### config.mk
export PLATFORM = sky130hd
export DESIGN_NAME = motor_bridge_driver
export DESIGN_NICKNAME = d
export VERILOG_FILES = /design/src/rtl/motor_bridge_driver.sv
export SDC_FILE = /design/constraint.sdc
export NUM_CORES = 1
export LEC_CHECK = 0
export CAP_MARGIN = 20
export CORE_MARGIN = 2
export CORE_UTILIZATION = 40
export CTS_CLUSTER_SIZE = 28
export DETAILED_ROUTE_END_ITERATION = 6
export GPL_ROUTABILITY_DRIVEN = 0
export MAX_ROUTING_LAYER = met4
export PLACE_DENSITY = 0.69
export SETUP_SLACK_MARGIN = 0.5
export SYNTH_ARGS = -nofsm -noshare
export SYNTH_HDL_FRONTEND = slang
export SYNTH_SLANG_ARGS = --single-unit
### constraint.sdc
create_clock -name clk -period 4.9 [get_ports clk]
set_input_delay 1.47 -clock clk [delete_from_list [all_inputs] [get_ports clk]]
set_output_delay 1.47 -clock clk [all_outputs]
set_load 0.005 [all_outputs]
### src/rtl/motor_bridge_driver.sv
`default_nettype none
// ============================================================================
// Module      : motor_bridge_driver
// Description : Multi-channel H-bridge driver. A shared free-running counter
//               produces PWM from a per-channel duty word; the PWM is steered
//               to In1 or In2 by the active direction. Every direction
//               reversal inserts a coast dead-time so a bridge leg is never
//               driven against itself.
// Revision    : 1.0 - initial release
// ============================================================================
module motor_bridge_driver #(
    parameter int N_CH        = 2,
    parameter int PWM_BITS    = 8,
    parameter int DEAD_CYCLES = 1000,
    parameter int DT_BITS     = 16
) (
    input  logic                     clk,
    input  logic                     reset,
    input  logic                     enable,
    input  logic [N_CH*PWM_BITS-1:0] duty,
    input  logic [N_CH-1:0]          dir,
    output logic [2*N_CH-1:0]        out,
    output logic [N_CH-1:0]          busy
);

    // Per-channel FSM encoding
    localparam logic [0:0] c_st_drive = 1'b0;
    localparam logic [0:0] c_st_dead  = 1'b1;

    localparam logic [PWM_BITS-1:0] c_cnt_max = {PWM_BITS{1'b1}};
    localparam logic [DT_BITS-1:0]  c_dt_load = DT_BITS'(DEAD_CYCLES - 1);

    logic [PWM_BITS-1:0]            cnt_q, cnt_d;
    logic [N_CH-1:0][PWM_BITS-1:0]  duty_q, duty_d;
    logic [N_CH-1:0]                act_dir_q, act_dir_d;
    logic [N_CH-1:0][0:0]           state_q, state_d;
    logic [N_CH-1:0][DT_BITS-1:0]   dt_cnt_q, dt_cnt_d;
    logic [2*N_CH-1:0]              out_q, out_d;
    logic [N_CH-1:0]                busy_q, busy_d;
    logic [N_CH-1:0]                pwm;

    // Shared counter and period-aligned duty capture (new duty applies from cnt==0)
    always_comb begin
        cnt_d  = cnt_q + PWM_BITS'(1);
        duty_d = duty_q;
        if (cnt_q == c_cnt_max) begin
            for (int k = 0; k < N_CH; k++) begin
                duty_d[k] = duty[k*PWM_BITS +: PWM_BITS];
            end
        end
    end

    // Raw PWM per channel: high while the counter is below the captured duty
    always_comb begin
        pwm = '0;
        for (int k = 0; k < N_CH; k++) begin
            pwm[k] = (cnt_q < duty_q[k]);
        end
    end

    // Next-state logic: a direction mismatch starts a fixed-length coast;
    // the direction in force is adopted only when the coast expires
    always_comb begin
        state_d   = state_q;
        act_dir_d = act_dir_q;
        dt_cnt_d  = dt_cnt_q;
        for (int k = 0; k < N_CH; k++) begin
            case (state_q[k])
                c_st_drive: begin
                    if (dir[k] != act_dir_q[k]) begin
                        state_d[k]  = c_st_dead;
                        dt_cnt_d[k] = c_dt_load;
                    end
                end
                c_st_dead: begin
                    if (dt_cnt_q[k] == '0) begin
                        act_dir_d[k] = dir[k];
                        state_d[k]   = c_st_drive;
                    end else begin
                        dt_cnt_d[k] = dt_cnt_q[k] - DT_BITS'(1);
                    end
                end
            endcase
        end
    end

    // Output decode: drive only the leg matching the active direction, coast in DEAD
    always_comb begin
        out_d  = '0;
        busy_d = '0;
        for (int k = 0; k < N_CH; k++) begin
            if (state_q[k] == c_st_drive) begin
                out_d[2*k]   = pwm[k] & ~act_dir_q[k] & enable;
                out_d[2*k+1] = pwm[k] &  act_dir_q[k] & enable;
            end else begin
                busy_d[k] = 1'b1;
            end
        end
    end

    // State register; reset overrides everything including an active coast
    always_ff @(posedge clk) begin
        if (reset) begin
            cnt_q     <= '0;
            duty_q    <= '0;
            act_dir_q <= '0;
            state_q   <= {N_CH{c_st_drive}};
            dt_cnt_q  <= '0;
            out_q     <= '0;
            busy_q    <= '0;
        end else begin
            cnt_q     <= cnt_d;
            duty_q    <= duty_d;
            act_dir_q <= act_dir_d;
            state_q   <= state_d;
            dt_cnt_q  <= dt_cnt_d;
            out_q     <= out_d;
            busy_q    <= busy_d;
        end
    end

    assign out  = out_q;
    assign busy = busy_q;

endmodule
`default_nettype wire

==> summary.md, run 1 <==
| Metric | Value |
|---|---|
| Largest area contributor in the netlist | dfxtp_1 |
| VDD IR max | 152.9 uV |
| Sinks on the clock net | 66 |
| First-pass GRT wire length | 10.98 mm |
| Static Leak | 1.290 nW |
| Via count of the first global-routing pass | 2,461 |
| CTS buffer count | 9 |
| Most common cell after layout, fill and taps aside | dfxtp_1 |
| Slew @ Worst Pin | 1028 ps |
| Die H | 93.71 um |
| Placed cell count | 469 |
| Antenna Violating Nets Remaining | 0 |
| Drt wl/cell | 12.77 um |
| CORE AREA | 7767 um^2 |
| Syn Nets | 394 |
| Total of max-cap violations | 0 |
| Crit. End Element | flop |
| GRT Total Usage | 16.00% |
| Die area | 8782 um^2 |
| CTS resizes | 0 |
| CP arrival | 3180 ps |
| Clock Root Buffer | clkbuf_8 |
| Initial antenna violation count | 0 |
| Total Neg Setup Slack | 0 ps |
| Most frequent cells in the layout | dfxtp_1, nor2_1, clkdlybuf4s50_1 |
| Via count | 2,495 |
| Yosys reg bits | 66 |
| Initial DRC count | 174 |
| Synth Instances | 356 |
| Nets | 416 |
| Mean Syn Cell Area | 9.043 um^2 |
| Synth top area cells | dfxtp_1, ha_1, nor2_1 |
| PwrDens | 324.8 nW/um^2 |
| Final Hold Viols | 0 |
| Clock Path Buffers | 2 |
| Post-synth top area share | 41.04% |
| Fmax | 338.2 MHz |
| Crit path kind | in2reg |
| Pre-CTS setup slack | 1596 ps |
| YS warnings | 0 |
| Clock Skews | 11.58 ps |
| Power Total | 1.208 mW |
| Drt pass-1 iters | 4 |
| Clk_lat worst skew | 340 ps |
| Fin cells | 485 |
| Die X | 93.71 um |
| Hpwl dp | 4.431 mm |
| Fin. max-slew vios | 0 |
| EDFF count, synth | 0 |
| Final worst slack | 1943 ps |
| Antenna diode instance count | 0 |
| Initial Util | 41.45% |
| Row count | 32 |
| # hold bufs at CTS | 0 |
| Final setup viols | 0 |
| Top-Level Pins | 27 |
| Fraction of registers with async set/reset | 0% |
| Worst hold path type | reg2reg |
| RSZ-0062 raised after global routing | false |
| Clock Pin Slew Worst Setup and Hold Paths | 80 ps |
| DRC | 0 |
| Hold slack | 495.0 ps |
| Synthesized cell area | 3219 um^2 |
| Fin crit share | 60.35% |
| Crit start category | input pin |
| Crit path max fanout | 7 |
| Post-detailed-routing wire length | 6.193 mm |
| Largest net degree at the start of global routing | 31 |
| Mean number of vias per cell | 5.144 |
| Crit path time final | 2957 ps |
| Main flop type after synthesis | dfxtp_1 |
| Register area share after synthesis | 41.04% |
| Remaining Overflow, GRT | 0 |
| Worst endpoint required time | 5120 ps |
| # port buffers | 26 |
| TritonCTS clock tree | built |
| Status | finished, final reports clean |
| Synth unique cells | 43 |
| Area Overhead vs Synth | 15.51% |
| CTS H-tree depth | 3 |
| Slew Limit Headroom | 31.36% |
| Setup bufs post-CTS | 0 |
| Fraction of layout cells with a size suffix above 1 | 8.355% |
==> per-layer routing <==
layer,share of wire [%],vias to the layer above,GRT usage (%)
met5,0,-,-
met4,1.6,0,7.367
met3,2.6,10,2.809
met2,49,36,25.89
met1,47,1155,19.50
li1,-,1294,-
==> worst max-delay path: stages <==
cell	delay [ps]
clkdlybuf4s50_1	510
xor2_1	230
o2111ai_1	330
a211oi_1	400
xnor2_1	160
a21oi_1	80
==> logic make-up after synthesis <==
| logic type | Yosys count | share of synthesized area, % |
|---|---|---|
| buffers and inverters | 36 | 4.353 |
| DFF | 66 | 41.04 |
| muxes | 17 | 5.286 |
| and+or+nand+nor | 137 | 23.55 |
| AOI/OAI and AO/OA | 57 | 12.09 |
| xor gates and xnor gates | 26 | 7.074 |
| adders and majority gates | 17 | 6.607 |
==> power by group <==
part | leakage (nW) | internal, mW | switching [mW] | total [mW]
logic | 0.665 | 0.0944 | 0.107 | 0.201
registers | 0.539 | 0.566 | 0.0363 | 0.603
clock network | 0.0851 | 0.195 | 0.209 | 0.404
==> final timing paths <==
kind         slack [ps]          from      endpoint  depth (start not counted)
max                1940        dir[1]  dt_cnt_q[25]                          6
min                 500    duty_q[10]    duty_q[10]                          2
max reg2reg        2350  dt_cnt_q[16]  dt_cnt_q[22]                          7
min reg2reg         500    duty_q[10]    duty_q[10]                          2
==> flip-flops by register name, summed over array words and instances, names as in the netlist <==
name,flops
out,4
dt_cnt_q,32
cnt_q,8
duty_q,16
act_dir_q,2
state_q,2
busy,2
==> per-stage QoR <==
step,cell area [um^2],utilization [%]
after global placement,3547,45.67
after CTS,3719,47.87
after detailed placement,3547,45.67
after global routing,3719,47.87
after floorplan,3219,-
final,3719,47.87
==> final cells by class <==
cell class	instances	area, um^2
multi-input cells	254	1760
well taps	102	127.6
flip-flops and latches	66	1321
clock buffers	11	141.4
fillers	748	4049
inverters	20	75.07
clock inverters	5	30.03
repair buffers	27	262.8
==> cell usage after synthesis (5+ instances only) <==
cell,n
ha_1,17
nor4_1,5
a21o_1,8
o21ai_0,5
a211oi_1,7
clkbuf_1,9
nor3_1,13
nand3_1,7
a21oi_1,18
nand2b_1,9
inv_1,20
nand2_1,9
xnor2_1,21
a311oi_1,7
xor2_1,5
dfxtp_1,66
or3_1,10
nor2_1,52
nand4_1,5
mux2i_1,17
No activity file was read; power rests on OpenSTA's default activity.
==> run 2, diff against run 1 <==
==> constraint.sdc (replaced) <==
create_clock -name clk -period 3.1 [get_ports clk]
set_input_delay 0.93 -clock clk [delete_from_list [all_inputs] [get_ports clk]]
set_output_delay 0.93 -clock clk [all_outputs]
set_load 0.005 [all_outputs]
==> summary.md, run 2 (synthesis results as in run 1) <==
| Metric | Value |
|---|---|
| Worst endpoint required time | 3340 ps (was 5120 ps) |
| Crit path max fanout | 7 (unchanged) |
| Setup bufs post-CTS | 0 (unchanged) |
| Post-route cell area | 3812 um^2 (was 3719 um^2) |
| Die X | 93.71 um (unchanged) |
| Crit path time final | 2355 ps |
| CP max stage cell | clkdlybuf4s50_1 (unchanged) |
| Slew Limit Headroom | 57.35% (was 31.36%) |
| Worst r2r src | state_q[0] (was dt_cnt_q[16]) |
| Initial antenna violation count | 0 (unchanged) |
| Slew @ Worst Pin | 639.2 ps (was 1028 ps) |
| Fillers | 767 (was 748) |
| Die H | 93.71 um (unchanged) |
| CTS buffer count | 9 (unchanged) |
| Mean number of vias per cell | 5.217 (was 5.144) |
| Top flop regs | dt_cnt_q: 32 flops, duty_q: 16 flops, cnt_q: 8 flops (unchanged) |
| Static Leak | 1.337 nW (was 1.290 nW) |
| Antenna diode instance count | 0 (unchanged) |
| Area Overhead vs Synth | 18.42% (was 15.51%) |
| GRT Total Usage | 16.22% (was 16.00%) |
| Largest net degree at the start of global routing | 24 (was 31) |
| CP startpoint | dir[1] (unchanged) |
| Die area | 8782 um^2 (unchanged) |
| Antenna Violating Nets Remaining | 0 (unchanged) |
| Clock Root Buffer | clkbuf_8 (unchanged) |
| Worst-path cell chain | clkdlybuf4s50_1 > xor2_1 > o2111ai_1 > a211oi_1 > xnor2_1 > a21oi_1 (unchanged) |
| Max reg flops | 32 (unchanged) |
| CTS H-tree depth | 3 (unchanged) |
| Fraction of layout cells with a size suffix above 1 | 9.067% (was 8.355%) |
| Clk_lat worst skew | 350 ps (was 340 ps) |
| Post-Place Cell Area | 3570 um^2 (was 3547 um^2) |
| Fin crit share | 75.96% |
| Final setup viols | 0 (unchanged) |
| # hold bufs at CTS | 0 (unchanged) |
| Most frequent cells in the layout | dfxtp_1, nor2_1, clkdlybuf4s50_1 (unchanged) |
| Register area | 1321 um^2 (unchanged) |
| Hold slack | 485.9 ps (was 495.0 ps) |
| Via count of the first global-routing pass | 2,436 (was 2,461) |
| Status | finished, final reports clean (unchanged) |
| Crit start category | input pin (unchanged) |
| TritonCTS clock tree | built (unchanged) |
| Multi-input gate area | 1760 um^2 (unchanged) |
| VDD IR max | 294.3 uV (was 152.9 uV) |
| Clock Path Buffers | 2 (unchanged) |
| RSZ-0062 raised after global routing | false (unchanged) |
| Remaining Overflow, GRT | 0 (unchanged) |
| Total of max-cap violations | 0 (unchanged) |
| Via count | 2,546 (was 2,495) |
| CTS resizes | 0 (unchanged) |
| Clock Skews | 9.495 ps (was 11.58 ps) |
| CP max stage delay | 500 ps (was 510 ps) |
| Drt pass-1 iters | 4 (unchanged) |
| Post-detailed-routing wire length | 6.292 mm (was 6.193 mm) |
| Initial DRC count | 115 (was 174) |
| Worst hold path type | reg2reg (unchanged) |
| PwrDens | 565.3 nW/um^2 (was 324.8 nW/um^2) |
| Crit. End Element | flop (unchanged) |
| Hold wc startpoint | cnt_q[0] (was duty_q[10]) |
| Fmax | 424.6 MHz |
| CP arrival | 2590 ps (was 3180 ps) |
| Top-Level Pins | 27 (unchanged) |
| Most common cell after layout, fill and taps aside | dfxtp_1 (unchanged) |
| # port buffers | 26 (unchanged) |
| Power Total | 2.155 mW (was 1.208 mW) |
| Hpwl dp | 4.535 mm (was 4.431 mm) |
| DRC | 0 (unchanged) |
| Initial Util | 41.45% (unchanged) |
| Fin. max-slew vios | 0 (unchanged) |
| Row count | 32 (unchanged) |
| Nets | 419 (was 416) |
| Total Neg Setup Slack | 0 ps (unchanged) |
| Reg with most FFs | dt_cnt_q (unchanged) |
| Final Hold Viols | 0 (unchanged) |
| Crit path kind | in2reg (unchanged) |
| Sinks on the clock net | 66 (unchanged) |
| Drt wl/cell | 12.89 um (was 12.77 um) |
| Clock Pin Slew Worst Setup and Hold Paths | 70 ps (was 80 ps) |
| First-pass GRT wire length | 10.94 mm (was 10.98 mm) |
| CORE AREA | 7767 um^2 (unchanged) |
| Fin util | 49.08% (was 47.87%) |
run 2: power breakdown:
group	switching (mW)	leakage (nW)	internal, mW	total (mW)
clock network	0.342	0.117	0.537	0.879
logic	0.171	0.681	0.152	0.323
registers	0.0576	0.539	0.895	0.953
total	0.571	1.34	1.58	2.16
run 2: metrics by stage:
stage	setup slack [ps]	std cells
2_1_floorplan	1050	356
3_5_place_dp	360.8	472
4_1_cts	735.5	488
5_1_grt	596.6	488
3_3_place_gp	401.6	472
6_report	745.1	488
run 2: cell type report:
type	count	area share [%]
multi-input cells	254	46.18
well taps	102	3.348
inverters	20	1.969
clock buffers	10	3.348
clock inverters	6	3.019
repair buffers	30	7.483
flip-flops and latches	66	34.66
run 2: worst max-delay path: cells and delay by family:
family | cells | cell delay, ps
compound gates | 3 | 780
xor+xnor | 2 | 380
buf+inv | 1 | 500
run 2: worst paths after layout:
kind	to	slack [ps]	cells past startpoint
min reg2reg	cnt_q[0]	490	1
max reg2reg	dt_cnt_q[0]	820	5
max	dt_cnt_q[23]	750	6
min	cnt_q[0]	490	1
run 2: routing by layer:
layer	GRT usage (%)	vias to the layer above	wire length, um
li1	-	1311	-
met5	-	-	0
met4	7.246	0	123
met1	18.63	1177	2903
met2	27.08	50	3042
met3	3.692	8	222
==> run 3, diff against run 2 <==
==> constraint.sdc (replaced) <==
create_clock -name clk -period 2.2 [get_ports clk]
set_input_delay 0.66 -clock clk [delete_from_list [all_inputs] [get_ports clk]]
set_output_delay 0.66 -clock clk [all_outputs]
set_load 0.005 [all_outputs]
==> summary.md, run 3 (synthesis results as in run 1) <==
| Metric | Value |
|---|---|
| DRC | 0 (unchanged) |
| Area Overhead vs Synth | 39.76% (was 18.42%) |
| Clk_lat worst skew | 350 ps (about the same) |
| Hpwl dp | 4.688 mm (was 4.535 mm) |
| Die X | 93.71 um (unchanged) |
| Worst hold path type | reg2reg (unchanged) |
| Crit start category | flop (was input pin) |
| Via count of the first global-routing pass | 2,669 (was 2,436) |
| Static Leak | 1.631 nW (was 1.337 nW) |
| Drt pass-1 iters | 5 (was 4) |
| Crit path max fanout | 8 (was 7) |
| Total of max-cap violations | 0 (unchanged) |
| Antenna diode instance count | 0 (unchanged) |
| CORE AREA | 7767 um^2 (unchanged) |
| Clock Root Buffer | clkbuf_8 (unchanged) |
| # hold bufs at CTS | 0 (unchanged) |
| CP startpoint | dt_cnt_q[16] (was dir[1]) |
| Antenna Violating Nets Remaining | 0 (unchanged) |
| Largest net degree at the start of global routing | 34 (was 24) |
| Fin. max-slew vios | 0 (unchanged) |
| Clock Path Buffers | 2 (unchanged) |
| TritonCTS clock tree | built (unchanged) |
| CP arrival | 2290 ps (was 2590 ps) |
| Final Hold Viols | 0 (unchanged) |
| Crit. End Element | flop (unchanged) |
| Fraction of layout cells with a size suffix above 1 | 31.72% (was 9.067%) |
| CTS buffer count | 9 (unchanged) |
| Fin cells | 537 (was 488) |
| Reg2reg path depth | 9 (was 5) |
| Most common cell after layout, fill and taps aside | dfxtp_1 (unchanged) |
| Die area | 8782 um^2 (unchanged) |
| Final worst slack | 169.7 ps (was 745.1 ps) |
| First-pass GRT wire length | 12.18 mm (was 10.94 mm) |
| Sinks on the clock net | 66 (unchanged) |
| Worst r2r src | dt_cnt_q[16] (was state_q[0]) |
| Top flop regs | dt_cnt_q: 32 flops, duty_q: 16 flops, cnt_q: 8 flops (unchanged) |
| Die H | 93.71 um (unchanged) |
| # port buffers | 26 (unchanged) |
| Post-route cell area | 4499 um^2 (was 3812 um^2) |
| Row count | 32 (unchanged) |
| Via count | 2,843 (was 2,546) |
| Slew @ Worst Pin | 493.5 ps (was 639.2 ps) |
| Post-detailed-routing wire length | 7.472 mm (was 6.292 mm) |
| CTS H-tree depth | 3 (unchanged) |
| Status | finished, final reports clean (unchanged) |
| Max reg flops | 32 (unchanged) |
| Fin crit share | 92.29% |
| Crit path kind | reg2reg (was in2reg) |
| Mean number of vias per cell | 5.294 (was 5.217) |
| Remaining Overflow, GRT | 0 (unchanged) |
| Crit path time final | 2030 ps |
| Slew Limit Headroom | 66.99% (was 57.35%) |
| Clock Skews | 6.231 ps (was 9.495 ps) |
| VDD IR max | 402.5 uV (was 294.3 uV) |
| Initial DRC count | 213 (was 115) |
| Fmax | 492.5 MHz |
| Worst endpoint required time | 2460 ps (was 3340 ps) |
| Reg with most FFs | dt_cnt_q (unchanged) |
| Nets | 468 (was 419) |
| Drt wl/cell | 13.91 um (was 12.89 um) |
| Worst setup path end | dt_cnt_q[17] (was dt_cnt_q[23]) |
| Clock Pin Slew Worst Setup and Hold Paths | 70 ps (about the same) |
| Initial antenna violation count | 0 (unchanged) |
| Most frequent cells in the layout | dfxtp_1, nor2_1, buf_4 (was dfxtp_1, nor2_1, clkdlybuf4s50_1) |
| R2R Setup Slk | 170 ps (was 820 ps) |
| RSZ-0062 raised after global routing | true (was false) |
| Post-Place Cell Area | 3786 um^2 (was 3570 um^2) |
| Top-Level Pins | 27 (unchanged) |
| Final setup viols | 0 (unchanged) |
| Initial Util | 41.45% (unchanged) |
| PwrDens | 702.6 nW/um^2 (was 565.3 nW/um^2) |
| RR Endpoint | dt_cnt_q[17] (was dt_cnt_q[0]) |
| Pre-CTS setup slack | -127.7 ps (was 360.8 ps) |
| Placed cell count | 487 (was 472) |
| GRT Total Usage | 17.89% (was 16.22%) |
[run 3: cell types whose count changed in the layout (fill, tap and decap cells not counted), moves of 5 or more]
cell and change:
a21oi_1 -5, dfxtp_2 +9, clkdlybuf4s50_1 -8, dfxtp_1 -10, nor4_1 -5, buf_6 +6, a21oi_2 +5, nor3_1 -7
dlygate4sd2_1 +8, buf_4 +42
[run 3: routing by layer]
layer | part of all wire (%) | global-route usage (%) | vias up
li1 | - | - | 1401
met1 | 41 | 20.87 | 1370
met2 | 53 | 29.94 | 55
met3 | 2.8 | 2.809 | 17
met4 | 2.6 | 8.937 | 0
met5 | 0 | - | -
[run 3: how the worst min path moves through the flow]
stage                  from      endpoint  cells past startpoint
6_report        dt_cnt_q[1]   dt_cnt_q[1]                      2
5_1_grt         dt_cnt_q[1]   dt_cnt_q[1]                      2
4_1_cts            cnt_q[0]      cnt_q[0]                      1
3_5_place_dp   dt_cnt_q[16]  dt_cnt_q[16]                      1
3_3_place_gp   dt_cnt_q[16]  dt_cnt_q[16]                      1
2_1_floorplan      cnt_q[0]      cnt_q[0]                      1
[run 3: area by class of cell]
class                           instances  area (um^2)
Multi-Input combinational cell        254         2087
Inverter                               20        75.07
Sequential cell                        66         1336
Clock inverter                          6        67.56
Timing Repair Buffer                   79        678.2
Fill cell                             642         3268
Tap cell                              102        127.6
Clock buffer                           10        127.6
[run 3: power by group]
group | leakage (nW) | internal (mW) | switching, mW
registers | 0.542 | 1.27 | 0.0809
logic | 0.996 | 0.414 | 0.382
clock network | 0.0925 | 0.525 | 0.494
total | 1.63 | 2.20 | 0.957
[run 3: worst max-delay path, stage by stage (launching register included)]
cell and delay (ps):
dfxtp_2 330, inv_2 70, ha_4 130, or4b_4 480, buf_6 140, nor3_4 200, buf_6 170, buf_4 110
nand2_2 80, a311oi_2 230
[run 3: per-stage QoR]
step | util [%] | total power [mW] | hold WS (ps) | TNS [ps]
2_1_floorplan | - | 1.763 | 432.4 | 0
3_3_place_gp | 48.74 | 1.891 | 460.9 | -929.3
3_5_place_dp | 48.74 | 1.902 | 468.7 | -1831
4_1_cts | 55.57 | 3.061 | 504.7 | 0
5_1_grt | 57.93 | 3.317 | 517.1 | 0
6_report | 57.93 | 3.161 | 489.9 | 0
[run 3: repair_timing]
item                                    in CTS  in global routing
pin swaps                                   17                 26
setup buffers                               21                 13
endpoints found under the setup margin      54                 43
resized for setup                           47                 19
